$ cat src/rtl/store_commit_buffer_pkg.sv
// Shared types for the post-commit store buffer: access sizes, drain FSM
// states and the per-entry payload held in the FIFO.
package store_commit_buffer_pkg;

  localparam int unsigned SCB_DATA_W = 32;
  localparam int unsigned SCB_STRB_W = SCB_DATA_W / 8;

  // Encoding matches the ROB size field; 2'b11 is never legal.
  typedef enum logic [1:0] {
    SZ_B   = 2'b00,
    SZ_H   = 2'b01,
    SZ_W   = 2'b10,
    SZ_ILL = 2'b11
  } st_size_t;

  typedef enum logic {
    S_IDLE = 1'b0,
    S_REQ  = 1'b1
  } scb_state_t;

  // Lane-replicated data and byte enables, ready to drive onto the memory port.
  typedef struct packed {
    logic [SCB_DATA_W-1:0] wdata;
    logic [SCB_STRB_W-1:0] wstrb;
  } scb_entry_t;

  // Only an aligned word store enables all four lanes, so a full strobe
  // identifies an entry that can satisfy a word load on its own.
  function automatic logic is_full_word(input logic [SCB_STRB_W-1:0] strb);
    return strb == '1;
  endfunction

endpackage

$ cat src/rtl/store_commit_buffer_lane_align.sv
// Store lane generator: turns size, low address bits and raw store data into
// lane-replicated write data and byte enables. Misaligned or illegal stores
// get an all-zero strobe so the memory op still completes without writing.
module store_lane_align
  import store_commit_buffer_pkg::*;
(
  input  st_size_t                size_i,
  input  logic [1:0]              addr_lo_i,
  input  logic [SCB_DATA_W-1:0]   data_i,
  output logic [SCB_DATA_W-1:0]   wdata_o,
  output logic [SCB_STRB_W-1:0]   wstrb_o,
  output logic                    misalign_o
);

  // Decode size into lane data and strobes, then suppress strobes on misalignment.
  always_comb begin
    // NOTE: every output gets a default first so no path leaves one unassigned (no latch).
    wdata_o    = '0;
    wstrb_o    = '0;
    misalign_o = 1'b0;
    case (size_i)
      SZ_B: begin
        wdata_o = {4{data_i[7:0]}};
        wstrb_o = 4'b0001 << addr_lo_i;
      end
      SZ_H: begin
        wdata_o    = {2{data_i[15:0]}};
        wstrb_o    = 4'b0011 << {addr_lo_i[1], 1'b0};
        misalign_o = addr_lo_i[0];
      end
      SZ_W: begin
        wdata_o    = data_i;
        wstrb_o    = 4'hF;
        misalign_o = (addr_lo_i != 2'b00);
      end
      default: misalign_o = 1'b1;
    endcase
    if (misalign_o) wstrb_o = '0;
  end

endmodule

$ cat src/rtl/store_commit_buffer.sv
// Post-commit store buffer sitting behind the ROB head. Acks committed stores
// combinationally, queues them in order and drains them to data memory one
// request at a time. Flags loads whose word address aliases a pending store.
// Optional build macro STORE_FWD_EN adds word store-to-load forwarding.
module store_commit_buffer
  import store_commit_buffer_pkg::*;
#(
  parameter int unsigned DEPTH      = 4,
  parameter int unsigned ADDR_WIDTH = 32,
  parameter int unsigned DATA_WIDTH = 32
) (
  input  logic                  clk_in,
  input  logic                  rst_n_in,
  input  logic                  st_valid_in,
  input  logic [ADDR_WIDTH-1:0] st_addr_in,
  input  logic [DATA_WIDTH-1:0] st_data_in,
  input  logic [1:0]            st_size_in,
  output logic                  st_read_out,
  output logic                  mem_req_out,
  output logic [ADDR_WIDTH-1:0] mem_addr_out,
  output logic [DATA_WIDTH-1:0] mem_wdata_out,
  output logic [3:0]            mem_wstrb_out,
  input  logic                  mem_ack_in,
  input  logic [ADDR_WIDTH-1:0] ld_addr_in,
  output logic                  ld_conflict_out,
`ifdef STORE_FWD_EN
  output logic                  ld_fwd_valid_out,
  output logic [DATA_WIDTH-1:0] ld_fwd_data_out,
`endif
  input  logic                  drain_in,
  output logic                  empty_out,
  output logic                  misalign_out
);

  localparam int unsigned PTR_W = $clog2(DEPTH);
  localparam int unsigned CNT_W = PTR_W + 1;
  localparam int unsigned WA_W  = ADDR_WIDTH - 2;

  logic [PTR_W-1:0]      wr_ptr_q, rd_ptr_q, rd_ptr_nxt;
  logic [CNT_W-1:0]      count_q;
  logic [DEPTH-1:0]      valid_q;
  scb_entry_t            entry_q [DEPTH];
  logic [WA_W-1:0]       waddr_q [DEPTH];
  scb_state_t            state_q;
  logic                  mem_req_q;
  logic [WA_W-1:0]       mem_waddr_q;
  logic [SCB_DATA_W-1:0] mem_wdata_q;
  logic [SCB_STRB_W-1:0] mem_wstrb_q;
  logic                  misalign_q;

  logic                  full, push, pop;
  logic [SCB_DATA_W-1:0] al_wdata;
  logic [SCB_STRB_W-1:0] al_wstrb;
  logic                  al_misalign;

  logic                  any_hit, youngest_word;
  logic [SCB_DATA_W-1:0] youngest_data;
  logic [PTR_W-1:0]      scan_idx;

  store_lane_align u_align (
    .size_i     (st_size_t'(st_size_in)),
    .addr_lo_i  (st_addr_in[1:0]),
    .data_i     (st_data_in),
    .wdata_o    (al_wdata),
    .wstrb_o    (al_wstrb),
    .misalign_o (al_misalign)
  );

  // Full is judged on the registered count only: a pop in the same cycle does not
  // free a slot early. The ack must stay combinational, or the ROB, which holds
  // st_valid_in until acked, would see a stale ack and retire the head twice.
  assign full        = (count_q == CNT_W'(DEPTH));
  assign st_read_out = st_valid_in & ~full & ~drain_in;
  assign push        = st_read_out;
  assign pop         = (state_q == S_REQ) & mem_ack_in;
  assign rd_ptr_nxt  = rd_ptr_q + PTR_W'(1);

  // FIFO bookkeeping: pointers wrap freely because DEPTH is a power of two.
  always_ff @(posedge clk_in or negedge rst_n_in) begin
    // NOTE: sequential state uses non-blocking assignments so every flop samples pre-edge values.
    if (!rst_n_in) begin
      wr_ptr_q   <= '0;
      rd_ptr_q   <= '0;
      count_q    <= '0;
      valid_q    <= '0;
      misalign_q <= 1'b0;
    end else begin
      misalign_q <= push & al_misalign;
      if (pop) begin
        rd_ptr_q          <= rd_ptr_nxt;
        valid_q[rd_ptr_q] <= 1'b0;
      end
      if (push) begin
        wr_ptr_q          <= wr_ptr_q + PTR_W'(1);
        valid_q[wr_ptr_q] <= 1'b1;
      end
      case ({push, pop})
        2'b10:   count_q <= count_q + CNT_W'(1);
        2'b01:   count_q <= count_q - CNT_W'(1);
        default: count_q <= count_q;
      endcase
    end
  end

  // Entry storage written on the accepting edge.
  always_ff @(posedge clk_in) begin
    // NOTE: storage has no reset; valid_q alone decides which slots mean anything.
    if (push) begin
      entry_q[wr_ptr_q] <= '{wdata: al_wdata, wstrb: al_wstrb};
      waddr_q[wr_ptr_q] <= st_addr_in[ADDR_WIDTH-1:2];
    end
  end

  // Drain FSM with registered memory-side outputs, held stable for the whole request.
  always_ff @(posedge clk_in or negedge rst_n_in) begin
    if (!rst_n_in) begin
      state_q     <= S_IDLE;
      mem_req_q   <= 1'b0;
      mem_waddr_q <= '0;
      mem_wdata_q <= '0;
      mem_wstrb_q <= '0;
    end else begin
      case (state_q)
        S_IDLE: begin
          if (count_q != '0) begin
            state_q     <= S_REQ;
            mem_req_q   <= 1'b1;
            mem_waddr_q <= waddr_q[rd_ptr_q];
            mem_wdata_q <= entry_q[rd_ptr_q].wdata;
            mem_wstrb_q <= entry_q[rd_ptr_q].wstrb;
          end
        end
        S_REQ: begin
          if (mem_ack_in) begin
            if (count_q > CNT_W'(1)) begin
              mem_waddr_q <= waddr_q[rd_ptr_nxt];
              mem_wdata_q <= entry_q[rd_ptr_nxt].wdata;
              mem_wstrb_q <= entry_q[rd_ptr_nxt].wstrb;
            end else begin
              state_q     <= S_IDLE;
              mem_req_q   <= 1'b0;
              mem_waddr_q <= '0;
              mem_wdata_q <= '0;
              mem_wstrb_q <= '0;
            end
          end
        end
        default: begin
          state_q   <= S_IDLE;
          mem_req_q <= 1'b0;
        end
      endcase
    end
  end

  assign mem_req_out   = mem_req_q;
  assign mem_addr_out  = {mem_waddr_q, 2'b00};
  assign mem_wdata_out = mem_wdata_q;
  assign mem_wstrb_out = mem_wstrb_q;
  assign misalign_out  = misalign_q;
  assign empty_out     = (count_q == '0) && (state_q == S_IDLE);

  // Alias scan from oldest to youngest so the last hit is the youngest match.
  always_comb begin
    any_hit       = 1'b0;
    youngest_word = 1'b0;
    youngest_data = '0;
    scan_idx      = '0;
    for (int k = 0; k < int'(DEPTH); k++) begin
      scan_idx = rd_ptr_q + PTR_W'(k);
      if (valid_q[scan_idx] && (waddr_q[scan_idx] == ld_addr_in[ADDR_WIDTH-1:2])) begin
        any_hit       = 1'b1;
        youngest_word = is_full_word(entry_q[scan_idx].wstrb);
        youngest_data = entry_q[scan_idx].wdata;
      end
    end
  end

`ifdef STORE_FWD_EN
  assign ld_fwd_valid_out = any_hit & youngest_word & (ld_addr_in[1:0] == 2'b00);
  assign ld_fwd_data_out  = ld_fwd_valid_out ? youngest_data : '0;
  assign ld_conflict_out  = any_hit & ~ld_fwd_valid_out;
`else
  assign ld_conflict_out  = any_hit;

  logic unused_fwd;
  assign unused_fwd = ^{youngest_word, youngest_data, ld_addr_in[1:0]};
`endif

endmodule

$ cat config.mk
export PLATFORM = sky130hd
export DESIGN_NAME = store_commit_buffer
export DESIGN_NICKNAME = d
export VERILOG_FILES = /design/src/rtl/store_commit_buffer_pkg.sv /design/src/rtl/store_commit_buffer_lane_align.sv /design/src/rtl/store_commit_buffer.sv
export SDC_FILE = /design/constraint.sdc
export NUM_CORES = 1
export LEC_CHECK = 0
export CAP_MARGIN = 20
export CORE_MARGIN = 2
export CORE_UTILIZATION = 48
export DETAILED_ROUTE_END_ITERATION = 6
export PLACE_DENSITY_LB_ADDON = 0.25
export SYNTH_ARGS = -nofsm -noshare
export SYNTH_HDL_FRONTEND = slang
export SYNTH_SLANG_ARGS = --single-unit
$ cat constraint.sdc
create_clock -name clk_in -period 5.1 [get_ports clk_in]
set_input_delay 1.02 -clock clk_in [delete_from_list [all_inputs] [get_ports clk_in]]
set_output_delay 1.02 -clock clk_in [all_outputs]
set_load 0.05 [all_outputs]
After elaboration in Yosys (flattened, before gate mapping)
Memory sizes are Yosys's and may differ from the RTL's.
Index checks and enable logic that the tools add are counted.
{"block": "classes", "addsub": 6, "n_lt_le_gt_ge": 8, "n_eq_ne": 12, "shift": 2, "n_mux": 45, "n_bitwise": 10, "reduce_logical": 14}
{"op": "30-bit == test", "n": 4}
{"op": "32-bit two-way mux", "n": 3}
{"op": "32-bit one-hot mux with 3 select lines", "n": 1}
{"op": "30-bit two-way mux", "n": 3}
{"op": "32-bit one-hot mux with 2 select lines", "n": 1}
{"op": "30-bit one-hot mux with 2 select lines", "n": 1}
{"op": "4-bit two-way mux", "n": 6}
{"op": "1-bit two-way mux", "n": 18}
{"op": "2-bit by 3-bit < comparator with 1-bit output, second input constant", "n": 5}
{"op": "4-bit one-hot mux with 3 select lines", "n": 1}
{"op": "1-bit binary-select mux with 2-bit select", "n": 4}
{"op": "4-bit one-hot mux with 2 select lines", "n": 1}
{"op": "1-bit logical AND", "n": 7}
{"op": "2-bit inequality test, second input constant", "n": 3}
{"op": "3-bit one-hot mux with 2 select lines", "n": 1}
{"op": "2-bit by 1-bit adder with 2-bit output, second input constant", "n": 2}
{"op": "2-bit adder, second input constant", "n": 2}
{"op": "1-bit AND", "n": 4}
{"op": "4-bit AND", "n": 1}
{"op": "1-bit demux with 2-bit select", "n": 2}
{"op": "2-bit by 1-bit == test with 1-bit output, second input constant", "n": 2}
{"op": "2-bit == test, second input constant", "n": 2}
{"op": "2-bit by 1-bit >= comparator with 1-bit output, second input constant", "n": 2}
{"op": "4-bit inverter", "n": 1}
{"op": "other kinds (16)", "n": 20}
{"block": "word_totals", "ff_bits": 80, "ramBits": 264, "input_bits": 103, "out_inout_bits": 73, "elab_cells": 109, "mem_count": 2}
{"name": "entry_q", "words": 4, "word_bits": 36, "read_ports": 2, "rd_ports_with_merged_regs": 0, "wr": 1, "line": "store_commit_buffer.sv:42", "source": "scb_entry_t entry_q [DEPTH];"}
{"name": "waddr_q", "words": 4, "word_bits": 30, "read_ports": 4, "rd_ports_with_merged_regs": 0, "wr": 1, "line": "store_commit_buffer.sv:43", "source": "logic [WA_W-1:0] waddr_q [DEPTH];"}

Depth between registers and ports, before layout
Gate-level depths: netlist of the first run.
{"block": "logic_depth", "word_depth": 9, "ltp_mapped": 18, "ltp_nobuf": 9}

Modules after synthesis
A second synthesis of the first run with hierarchy kept.
{"block": "unflattened", "hier_cells": 1411, "hier_area_um2": 18988.2}
{"module": "store_commit_buffer", "instances": 1, "cells_per_inst": 1329, "area_per_inst_um2": 18388.9, "seq_area_each_um2": 9929.5}
{"module": "store_lane_align", "instances": 1, "cells_per_inst": 82, "area_per_inst_um2": 599.3, "seq_area_each_um2": 0.0}

Worst setup path after synthesis of the first run
OpenSTA, ideal clock, no wires.
{"block": "synth_path", "kind": "reg-to-output", "from": "register rd_ptr_q[0]", "to": "output ld_conflict_out", "t_arrival_ns": 3.910, "required_ns": 4.080, "setup_slack_ns": 0.170, "path_stages_with_launch": 17, "path_buffers": 7, "cell_sequence": "dfrtp_1 > buf_4 > inv_2 > buf_2 > clkbuf_1 > clkbuf_1 > ha_1 > buf_6 > buf_12 > buf_12 > mux2i_1 > mux2_2 > xnor2_1 > a2111oi_4 > nand4_1 > a2111oi_0 > or4_1"}
{"block": "synth_between", "elab_chain_len": 7, "elab_cells_between_ends": 24, "classes_between": "3 x add/sub; 4 x eq/ne; 12 x mux; 4 x reduce/logical; 1 x memory"}
{"item": "from (decl)", "line": "store_commit_buffer.sv:39", "source": "logic [PTR_W-1:0] wr_ptr_q, rd_ptr_q, rd_ptr_nxt;"}
{"item": "from (signal assigned)", "line": "store_commit_buffer.sv:90", "source": "rd_ptr_q <= rd_ptr_nxt;"}
{"item": "2-bit by 1-bit adder with 2-bit output (*)"}
{"item": "named net rd_ptr_nxt[0]", "line": "store_commit_buffer.sv:39"}
{"item": "memory read 4 x 30 bit / 1-bit binary-select mux with 2-bit select (equally long branches)"}
{"item": "30-bit == test / 1-bit two-way mux (equally long branches)", "line": "store_commit_buffer.sv:171", "source": "if (valid_q[scan_idx] && (waddr_q[scan_idx] == ld_addr_in[ADDR_WIDTH-1:2])) begin"}
{"item": "1-bit logical AND (*)", "line": "store_commit_buffer.sv:171"}
{"item": "1-bit two-way mux (*) (3 in series)", "line": "store_commit_buffer.sv:171"}
{"item": "to (decl)", "line": "store_commit_buffer.sv:25", "source": "output logic ld_conflict_out,"}
Mark *: on every way through the listed nets, which the timed path passes. The rest lies on a longest branch. The select of a mux whose other input is x is not followed.

Final worst setup path of the first run
{"block": "layout_path", "from": "register rd_ptr_q[0]", "to": "output ld_conflict_out"}
{"block": "layout_between", "elab_chain_len": 7, "elab_cells_between_ends": 24, "classes_between": "3 x add/sub; 4 x eq/ne; 12 x mux; 4 x reduce/logical; 1 x memory"}
{"item": "2-bit by 1-bit adder with 2-bit output, or another cell as far along", "line": "store_commit_buffer.sv:170", "source": "scan_idx = rd_ptr_q + PTR_W'(k);"}
{"item": "memory read 4 x 30 bit, or another cell as far along"}
{"item": "30-bit == test, or another cell as far along", "line": "store_commit_buffer.sv:171"}
{"item": "1-bit logical AND / 1-bit two-way mux (equally long branches)", "line": "store_commit_buffer.sv:171"}
{"item": "1-bit two-way mux (2 in series)", "line": "store_commit_buffer.sv:171"}
{"item": "1-bit two-way mux (*)", "line": "store_commit_buffer.sv:171"}
Every way passes the cells marked *; elsewhere a longest branch is shown, timed or not. The select of a mux whose other input is x is not followed.

==> metrics, run 1 <==
CTS root buffer=clkbuf_16; CP endpoint=ld_conflict_out; HPWL after detailed placement=around 38 mm; final setup fails=0; reg2reg setup slack=2.08 ns; status=complete, no violations; Slew Viols, Final=0; Clock Sink Count=between 300 and 400; Max transition margin=30.75%; clock latency on the worst-skew pair=approximately 0.56 ns; RSZ-0062 raised after global routing=false; initial core utilization=about half; Antenna Cells=0; Synth Area in Simple Gates=between 5 and 6%; worst slew pin tran=approximately 1.0 ns; clock-pin slew on the worst setup and hold paths=roughly 0.06 ns; CTS tree=built; first-pass GRT wire length=between 80 and 90 mm; Setup Skew=around 0.013 ns; Critical Path Start=rd_ptr_q[0]$_DFFE_PN0P_; critical path, cell by cell=buf_16 -> mux4_2 -> xnor2_1 -> nand4_1 -> nor4_1 -> nand3_1 -> nor4_1 -> or4_1 -> buf_12; drt drc=0; CP Class=flip-flop to primary output; Final Hold Fails=0; fmax=about 200 MHz; post-synth cell types=60; reg2reg end=mem_wdata_out[25]$_DFFE_PN0P_; met3 Use GR=just over 6%; Clock Tree Buf Depth=3; Crit path top cell by count=nor4_1; via count=12.77k; area delta synth->final=17.81%; Num CTS Buffers=38; IO Pins=~180; CP arrival=3.95 ns; Final Critical Period=4.970 ns; Hold WS=0.4798 ns; post-synth top area share=a little over two fifths; post-synth top area cell=edfxtp_1; Die W=between 200 and 250 um; HP Class=flip-flop to flip-flop; final net count=1613; EDFF count, synth=264; Ys Warns=0; pin count of the biggest net entering global routing=roughly 120; DIE HEIGHT=203.1 um; Seq/Total Area, Yosys=between 50 and 60%; IO Port Bufs=approximately 170; post-synthesis xor/xnor area fraction=under 10%; met1 GRT Util=between 30% and 40%; Post-Synth Adder-Cell Area=less than 1%; CTS Hold Bufs=0; Remaining Overflow, GRT=0; post-DR wirelength/cell=between 20 and 30 um; final total power=15.11 mW; routability cong.=~0.9; Most used DFF post-synth=edfxtp_1; GRT Max-Usage Layer=met2; Mapped Avg Cell Area=about 14 sq um; Req. time, crit path=4.08 ns; commonest cells in the synthesized netlist=edfxtp_1, mux4_2, nand2_1; synthesized area=around 19000 sq um; Synth Register Bits=about 340; Initial DRC Count=between 1k and 1.5k; CP Buf/Inv Count=2; GRT Util Overall=between 20% and 30%; CP max stage delay=0.62 ns; delay-heaviest family, CP=simple AND/OR/NAND/NOR gates; layout cells sized above 1=~18%; Die ar.=~41000 sq um; Tcrit/Tclk final=a little over nine tenths; via/cell ratio=6.244; H-Tree Depth=2; max_cap viols=0; Place WS=roughly 0.37 ns; gate count after technology mapping=roughly 1.3k; setup_tns=0 ns; WP depth=9; mux share of post-synthesis cell area=around a quarter; Area contributors post-synth=edfxtp_1, mux4_2, dfrtp_1, mux2i_1, xor2_1; Post-Route WL=54.93 mm; core area=roughly 39000 sq um; M2 GR Usage=between 40% and 50%; initial antenna violation count=2; worst r2r path cells=8; worst flop-to-flop path startpoint=rd_ptr_q[1]$_DFFE_PN0P_; drt first pass iters=5; Core Rows=72; Worst VDD drop=around 0.00064 V; leakage power total=7.974 nW; PwrDens=a little under 700 nW/um^2; Setup WS post-layout=0.1297 ns; largest family of logic cells by synthesized area=multiplexers; Worst setup EP type=primary output; top-count cell post-synth=edfxtp_1; asr flop ratio synth=about a quarter; vias in the first global route=around 13k; worst-path fanout max=roughly 110; Compound-Gate Fraction of Synth Area=under 10%; slowest stage cell, crit path=mux4_2; Worst setup SP type=flip-flop; DRT antenna net count=0
[power breakdown]
group	internal [mW]	switching [mW]	total, mW
Clock	1.53	1.11	2.65
Combinational	3.57	4.96	8.53
Sequential	3.60	0.334	3.93
Total	8.71	6.40	15.1
[worst min-delay path by stage]
stage | start | endpoint | slack [ns] | depth (start not counted)
2_1_floorplan | valid_q[1]$_DFF_PN0_ | valid_q[1]$_DFF_PN0_ | 0.48 | 1
3_3_place_gp | mem_wdata_out[22]$_DFFE_PN0P_ | mem_wdata_out[22]$_DFFE_PN0P_ | 0.47 | 2
3_5_place_dp | mem_waddr_q[24]$_DFFE_PN0P_ | mem_waddr_q[24]$_DFFE_PN0P_ | 0.47 | 2
4_1_cts | mem_waddr_q[24]$_DFFE_PN0P_ | mem_waddr_q[24]$_DFFE_PN0P_ | 0.49 | 2
5_1_grt | mem_wstrb_out[2]$_DFFE_PN0P_ | mem_wstrb_out[2]$_DFFE_PN0P_ | 0.51 | 2
6_report | mem_waddr_q[19]$_DFFE_PN0P_ | mem_waddr_q[19]$_DFFE_PN0P_ | 0.48 | 2
[cells in the final DEF, fill, tap and decap left out, types with 9 or more instances in the layout]
| master | count |
|---|---|
| a21oi_1 | 23 |
| xor2_1 | 57 |
| dfrtp_1 | 78 |
| clkbuf_16 | 39 |
| edfxtp_1 | 264 |
| nor2_1 | 34 |
| mux4_2 | 149 |
| xnor2_1 | 50 |
| o22ai_1 | 10 |
| ha_1 | 12 |
| a21o_1 | 21 |
| nand2_1 | 130 |
| o21ai_1 | 32 |
| nand4_1 | 16 |
| clkbuf_1 | 16 |
| inv_1 | 20 |
| buf_4 | 40 |
| clkdlybuf4s50_1 | 169 |
| o21ai_0 | 58 |
| mux2_2 | 9 |
| a22oi_1 | 56 |
| nor4_1 | 14 |
| mux2i_1 | 100 |
[final cells by class]
cell class                      count  area [sq um]
Sequential cell                   344          9937
Inverter                           23         86.33
Fill cell                        3153         16510
Clock buffer                       59          1091
Multi-Input combinational cell    875          8417
Tap cell                          518         648.1
Clock inverter                     11         101.3
Timing Repair Buffer              215          2127
[cells by family (layout without fill, tap and decap cells)]
group | after synthesis | count (layout)
compound gates | 258 | 258
xor+xnor | 108 | 108
fa+ha+maj | 13 | 13
buf+inv | 131 | 308
flops | 344 | 344
mux | 260 | 260
other cells | 1 | 2
simple gates | 234 | 234
[sequential cells by signal (all words and copies together), names as in the netlist]
name and cells:
entry_q 144, rd_ptr_q 2, state_q 1, mem_wstrb_out 4, mem_waddr_q 30, mem_wdata_out 32, mem_req_out 1, wr_ptr_q 2
waddr_q 120, count_q 3, valid_q 4, misalign_out 1
[layer usage]
layer | share of wire (%) | routed length (um)
met2 | 46 | 25200
met5 | 0.049 | 27
met4 | 2.9 | 1586
met3 | 8.4 | 4599
met1 | 43 | 23510
[tightest hold or removal path, delay by kind of cell (launching register included)]
family | cells | cell delay [ns]
AOI/OAI and AO/OA | 1 | 0.06
and+or+nand+nor | 1 | 0.05
DFF | 1 | 0.34
[what timing repair did]
action                                  in CTS  in global routing
pin swaps                                    1                  1
buffers inserted                             1                  3
gates resized for setup                      0                  3
endpoints found under the setup margin       1                  1
[through the flow]
stage	cells	instance area (sq um)	utilization, %
floorplan	1350	19020	-
global placement	1971	21120	54.27
detailed placement	1971	21120	54.27
CTS	2042	22340	57.40
global route	2045	22410	57.58
finish	2045	22410	57.58
No activity file was read; power rests on OpenSTA's default activity.
==> run 2: changes to the inputs <==
ABC_AREA = 1   (was not set)
==> run 2 against run 1 <==
Compared with the run above: total power increased by 6.5%; first-iteration DRC count rose by 51%; routed wire length up 7.9%; non-clock buffer count fell by 21; critical path depth is 6 higher; setup slack better by 0.21 ns; hold slack improved by 0.018 ns; cell area barely moved; synthesized cell count is 80% higher; largest cell class unchanged; highest routed layer is now met4.
==> metrics, run 2 <==
P_sw=8.106 mW; H-Tree Depth=2; max FFs per register=144; Seq/Total Area, Yosys=between 50% and 60%; post-CTS setup buffer count=0; Max transition margin=just over 6%; via count=17.74k; IO Pins=around 180; PwrDens=roughly 700 nW/um^2; worst r2r path cells=8; final total power=around 16 mW; CP Buf/Inv Count=4; gate count after technology mapping=between 2k and 2.5k; drt drc=0; initial core utilization=between 40 and 50%; clock latency on the worst-skew pair=about 0.57 ns; commonest cells in the synthesized netlist=nand2_1, nand3_1, nor2_1; critical path, cell by cell=inv_6 -> buf_12 -> nand2_1 -> nand3_1 -> nand2_1 -> inv_1 -> nand2_1 -> nand2_1 -> nand3_1 -> nor2_1 -> nand2_1 -> nor2_1 -> nor2_1 -> nand2_1 -> buf_12; top-count cell post-synth=nand2_1; hold path endpoint=mem_req_out$_DFFE_PN0P_; reg2reg end=entry_q[0][1]$_DFFE_PP_; finished layout cell area=approximately 22000 sq um; Initial DRC Count=between 1.5k and 2k; post-synth cell types=27; Final Hold Fails=0; EDFF count, synth=264; initial antenna violation count=1; Placed Instance Area=approximately 21000 sq um; Clock Tree Buf Depth=3; routability cong.=~0.95; Switching Fraction=a little over 50%; worst flop-to-flop path startpoint=count_q[0]$_DFFE_PN0P_; CP max stage delay=0.63 ns; Hold WS=~0.50 ns; Util after Layout=56.55%; HP Class=flip-flop to flip-flop; CTS root buffer=clkbuf_16; CTS Hold Bufs=0; Mapped Avg Cell Area=about 8 sq um; most frequent cells in the layout=nand2_1, nand3_1, nor2_1; Req. time, crit path=4.08 ns; delay-heaviest family, CP=simple AND/OR/NAND/NOR gates; Area contributors post-synth=edfxtp_1, nand2_1, dfrtp_1, nand3_1, o21ai_0; area delta synth->final=16.72%; Setup Skew=about 0.015 ns; leakage power total=9.238 nW; Remaining Overflow, GRT=0; worst-path fanout max=between 200 and 300; Crit path top cell by count=nand2_1; CP Class=flip-flop to primary output; vias in the first global route=approximately 17k; reg2reg setup slack=between 2 and 2.5 ns; DRT antenna net count=0; IO Port Bufs=between 150 and 200; Worst VDD drop=around 0.00066 V; first-pass GRT wire length=approximately 92 mm; Worst Hold Path Cells=2; Die ar.=approximately 42000 sq um; post-CTS sizing=0; CP arrival=3.74 ns; WP depth=15; drt first pass iters=7; Final Critical Period=approximately 4.8 ns; slowest stage cell, crit path=buf_12; Critical Path Start=rd_ptr_q[0]$_DFFE_PN0P_; Clock Sink Count=between 300 and 400; Synth Register Bits=roughly 340; worst slew pin tran=1.408 ns; post-synth top area cell=edfxtp_1; Die W=between 200 and 250 um; Worst setup EP type=primary output; GRT Util Overall=28.49%; layout cells sized above 1=~3.7%; Reg power frac=between 20% and 30%; fmax=around 210 MHz; via/cell ratio=between 5 and 6; final net count=about 2.6k; max_cap viols=0; post-DR wirelength/cell=just under 20 um; CTS tree=built; Layout fillers=between 3k and 4k; Tcrit/Tclk final=between 90 and 100%; Ys Warns=0; Post-Route WL=around 60 mm; asr flop ratio synth=a little under a quarter; DIE HEIGHT=between 200 and 250 um; Most used DFF post-synth=edfxtp_1; Slew Viols, Final=0; RSZ-0062 raised after global routing=false; core area=39640 sq um; Worst setup SP type=flip-flop; Core Rows=73; cell-internal power=between 7 and 8 mW; HPWL after detailed placement=36.57 mm; synthesized area=slightly below 20000 sq um; Num CTS Buffers=39; Largest Register=entry_q; pin count of the biggest net entering global routing=around 270; Worst Hold Launch=mem_req_out$_DFFE_PN0P_; status=complete, no violations; Clock Power Share=17.1%; final setup fails=0; post-synth top area share=approximately 41%; commonest non-fill, non-tap cell in the layout=nand2_1; Comb pwr share=58.2%; clock-pin slew on the worst setup and hold paths=roughly 0.050 ns
-- run 2: cell count changes after synthesis, moves of 51 or more --
| cell | change |
|---|---|
| nor2_1 | +243 |
| xor2_1 | -53 |
| a31oi_1 | +63 |
| mux2i_1 | -100 |
| nand3_1 | +391 |
| a21oi_1 | +51 |
| inv_1 | +82 |
| o21ai_0 | +176 |
| nand2_1 | +600 |
| a22oi_1 | -56 |
| mux4_2 | -149 |
-- run 2: power groups by stage --
stage | registers [mW] | clock network (mW) | logic (mW)
3_5_place_dp | 4.03 | 0 | 9.19
4_1_cts | 3.99 | 2.79 | 9.23
2_1_floorplan | 4.90 | 0 | 5.73
5_1_grt | 4.04 | 2.88 | 10.3
6_report | 3.98 | 2.75 | 9.35
3_3_place_gp | 4.02 | 0 | 9.02
-- run 2: kinds of logic (layout without fill, tap and decap cells) --
logic type | Yosys count | in the layout | synth area share [%]
DFF | 344 | 344 | 51.70
and+or+nand+nor | 1410 | 1410 | 30.20
xor gates and xnor gates | 6 | 6 | 0.2736
AOI/OAI and AO/OA | 408 | 408 | 11.14
adders and majority gates | 13 | 13 | 0.8470
buffers and inverters | 242 | 374 | 5.818
other | 1 | 3 | 0.01953
-- run 2: how the worst max path moves through the flow --
stage,to,slack [ns]
final,ld_conflict_out,0.34
after global routing,ld_conflict_out,0.09
after detailed placement,ld_conflict_out,1.13
after floorplan,entry_q[0][0]$_DFFE_PP_,-0.60
after global placement,ld_conflict_out,1.18
after CTS,ld_conflict_out,0.51
-- run 2: metrics by stage --
| step | setup WS, ns | instances | TNS (ns) |
|---|---|---|---|
| 3_5_place_dp | 1.129 | 3011 | 0 |
| 6_report | 0.3361 | 3083 | 0 |
| 5_1_grt | 0.08711 | 3083 | 0 |
| 2_1_floorplan | -0.5965 | 2425 | -157.47 |
| 3_3_place_gp | 1.177 | 3011 | 0 |
| 4_1_cts | 0.5134 | 3082 | 0 |
-- run 2: layout make-up --
cell class                      instances  area (sq um)  share of cell area [%]
Multi-Input combinational cell       1839          8219                   36.67
Clock buffer                           55          1066                   4.756
Clock inverter                         16         166.4                  0.7424
Tap cell                              525         656.9                   2.930
Inverter                              109         414.1                   1.848
Timing Repair Buffer                  194          1954                   8.718
Sequential cell                       344          9937                   44.33
Antenna cell                            1         2.502                 0.01116
-- run 2: worst register-to-register path: cells and delay by family, from the launching register on --
| family | cells | cell delay (ns) |
|---|---|---|
| flops | 1 | 0.43 |
| simple gates | 2 | 0.99 |
| fa+ha+maj | 1 | 0.20 |
| compound gates | 1 | 0.07 |
| buf+inv | 4 | 1.03 |
-- run 2: metal layers --
layer | GRT usage, % | wire length, um
met1 | 36.46 | 23600
met4 | 12.14 | 2030
met3 | 4.193 | 5078
met5 | 0 | 0
met2 | 48.34 | 28540
==> run 3: changes to the inputs <==
CORE_ASPECT_RATIO = 2   (was not set)
CTS_CLUSTER_SIZE = 24   (was not set)
==> run 3 against run 2 <==
Compared with the run above: critical path depth is the same; sequential power shrank 1%; clock power shrank 15%; global-route usage grew 1.2 points; hold slack lost 0.018 ns; via count grew 0.53%; total power shrank 1.1%; combinational power grew 2.9%; die area grew 0.23%; highest routed layer is now met5; cell count shrank 0.42%.
==> metrics, run 3 (same netlist as run 2, synthesis figures left out) <==
CTS root buffer=clkbuf_16; placed cells=3012; final net count=2636; Setup Skew=0.01324 ns; most frequent cells in the layout=nand2_1, nand3_1, nor2_1; status=complete, no violations; Final Critical Period=about 4.7 ns; worst r2r path cells=8; first-pass GRT wire length=approximately 95 mm; PwrDens=around 700 nW/um^2; worst flop-to-flop path startpoint=count_q[0]$_DFFE_PN0P_; Num CTS Buffers=31; Tcrit/Tclk final=91.99%; Max transition margin=a little over a quarter; Clock Sink Count=344; fmax=between 200 and 250 MHz; drt first pass iters=6; commonest non-fill, non-tap cell in the layout=nand2_1; final setup fails=0; total area of sequential cells=about 10000 sq um; Largest Register=entry_q; HP Class=flip-flop to flip-flop; reg2reg setup slack=1.95 ns; RSZ-0062 raised after global routing=false; DRT antenna net count=0; IO Pins=176; initial antenna violation count=2; area delta synth->final=15.81%; worst-path fanout max=24; Critical Path Start=rd_ptr_q[0]$_DFFE_PN0P_; Slew Viols, Final=0; routability cong.=approximately 0.96; Die ar.=roughly 42000 sq um; Core Rows=about 100; met1 GRT Util=a little under a third; Worst setup EP type=primary output; Worst VDD drop=about 0.00055 V; initial core utilization=about 50%; via count=between 15k and 20k; met3 Use GR=3.429%; Initial DRC Count=1411; Final Non-Filler Cells=between 3k and 4k; post-DR wirelength/cell=between 20 and 25 um; leakage power total=approximately 9.1 nW; drt drc=0; Post-Route WL=about 63 mm; Final Hold Fails=0; DIE HEIGHT=286.9 um; M2 GR Usage=between 50% and 60%; H-Tree Depth=1; layout cells sized above 1=3.420%; core area=roughly 39000 sq um; via/cell ratio=5.810; vias in the first global route=between 15k and 20k; Layout fillers=approximately 3.6k; max_cap viols=0; reg2reg end=waddr_q[2][2]$_DFFE_PP_; Die W=145.4 um; CTS Hold Bufs=0; CP endpoint=ld_conflict_out; CTS tree=built; max FFs per register=144; post-CTS sizing=0; clock latency on the worst-skew pair=0.58 ns; CP Class=flip-flop to primary output; IO Port Bufs=about 170; worst slew pin tran=1.096 ns; HPWL after detailed placement=between 40 and 50 mm; GRT Util Overall=~30%; GRT Max-Usage Layer=met2; setup_tns=0 ns; clock-pin slew on the worst setup and hold paths=~0.070 ns; Worst setup SP type=flip-flop; Req. time, crit path=between 4 and 5 ns; post-CTS setup buffer count=0; Clock Tree Buf Depth=3; CP arrival=about 3.7 ns; pin count of the biggest net entering global routing=roughly 210; area of the multi-input gates=roughly 8200 sq um; Remaining Overflow, GRT=0
[run 3: cell types whose count changed in the layout (fill, tap and decap cells not counted), sizes merged]
cell,change
clkbuf,-13
inv,-4
buf,+1
bufinv,+1
clkinv,+1
clkinvlp,+1
[run 3: final cells by class]
| cell class | instances | area share, % |
|---|---|---|
| repair buffers | 195 | 9.046 |
| clock buffers | 42 | 3.854 |
| well taps | 525 | 2.953 |
| multi-input cells | 1839 | 36.91 |
| clock inverters | 15 | 0.6751 |
| diodes | 1 | 0.01125 |
| flip-flops and latches | 344 | 44.68 |
| inverters | 109 | 1.873 |
[run 3: critical path: stages, from the launching register on]
cell     delay (ns)
dfrtp_4        0.52
inv_6          0.19
ha_2           0.34
inv_2          0.22
buf_4          0.36
nand3_1        0.17
nand3_1        0.24
nand2_1        0.08
nor2_1         0.13
nand2_1        0.08
nor2_1         0.23
nand2_1        0.09
nor2_1         0.10
nor2_1         0.06
nand2_1        0.12
buf_12         0.15
[run 3: layer usage]
layer	up-vias	part of all wire [%]
li1	8446	-
met1	8335	33
met2	832	53
met3	222	6.5
met4	2	7.7
met5	-	0.021
[run 3: worst min path at each step]
stage	startpoint	to	slack, ns	cells past startpoint
after floorplan	valid_q[1]$_DFF_PN0_	valid_q[1]$_DFF_PN0_	0.45	2
after global placement	mem_req_out$_DFFE_PN0P_	mem_req_out$_DFFE_PN0P_	0.46	2
after detailed placement	mem_req_out$_DFFE_PN0P_	mem_req_out$_DFFE_PN0P_	0.47	2
after CTS	mem_req_out$_DFFE_PN0P_	mem_req_out$_DFFE_PN0P_	0.48	2
after global routing	rst_n_in	mem_waddr_q[15]$_DFFE_PN0P_	0.53	1
final	mem_req_out$_DFFE_PN0P_	mem_req_out$_DFFE_PN0P_	0.48	2
[run 3: where the power goes]
part	total, mW	switching, mW	internal (mW)
sequential	3.94	0.305	3.64
combinational	9.62	6.83	2.79
clock	2.35	1.03	1.32
[run 3: metrics by stage]
step | setup slack, ns | area, sq um | utilization (%) | hold WS, ns | total power [mW]
after global placement | 1.102 | 21230 | 53.84 | 0.4627 | 13.33
final | 0.4086 | 22240 | 56.40 | 0.4796 | 15.92
after CTS | 0.4315 | 22240 | 56.39 | 0.4829 | 15.89
after floorplan | -0.5965 | 19210 | - | 0.4527 | 10.64
after detailed placement | 1.063 | 21230 | 53.84 | 0.4652 | 13.52
after global routing | 0.3054 | 22240 | 56.40 | 0.5294 | 17.02
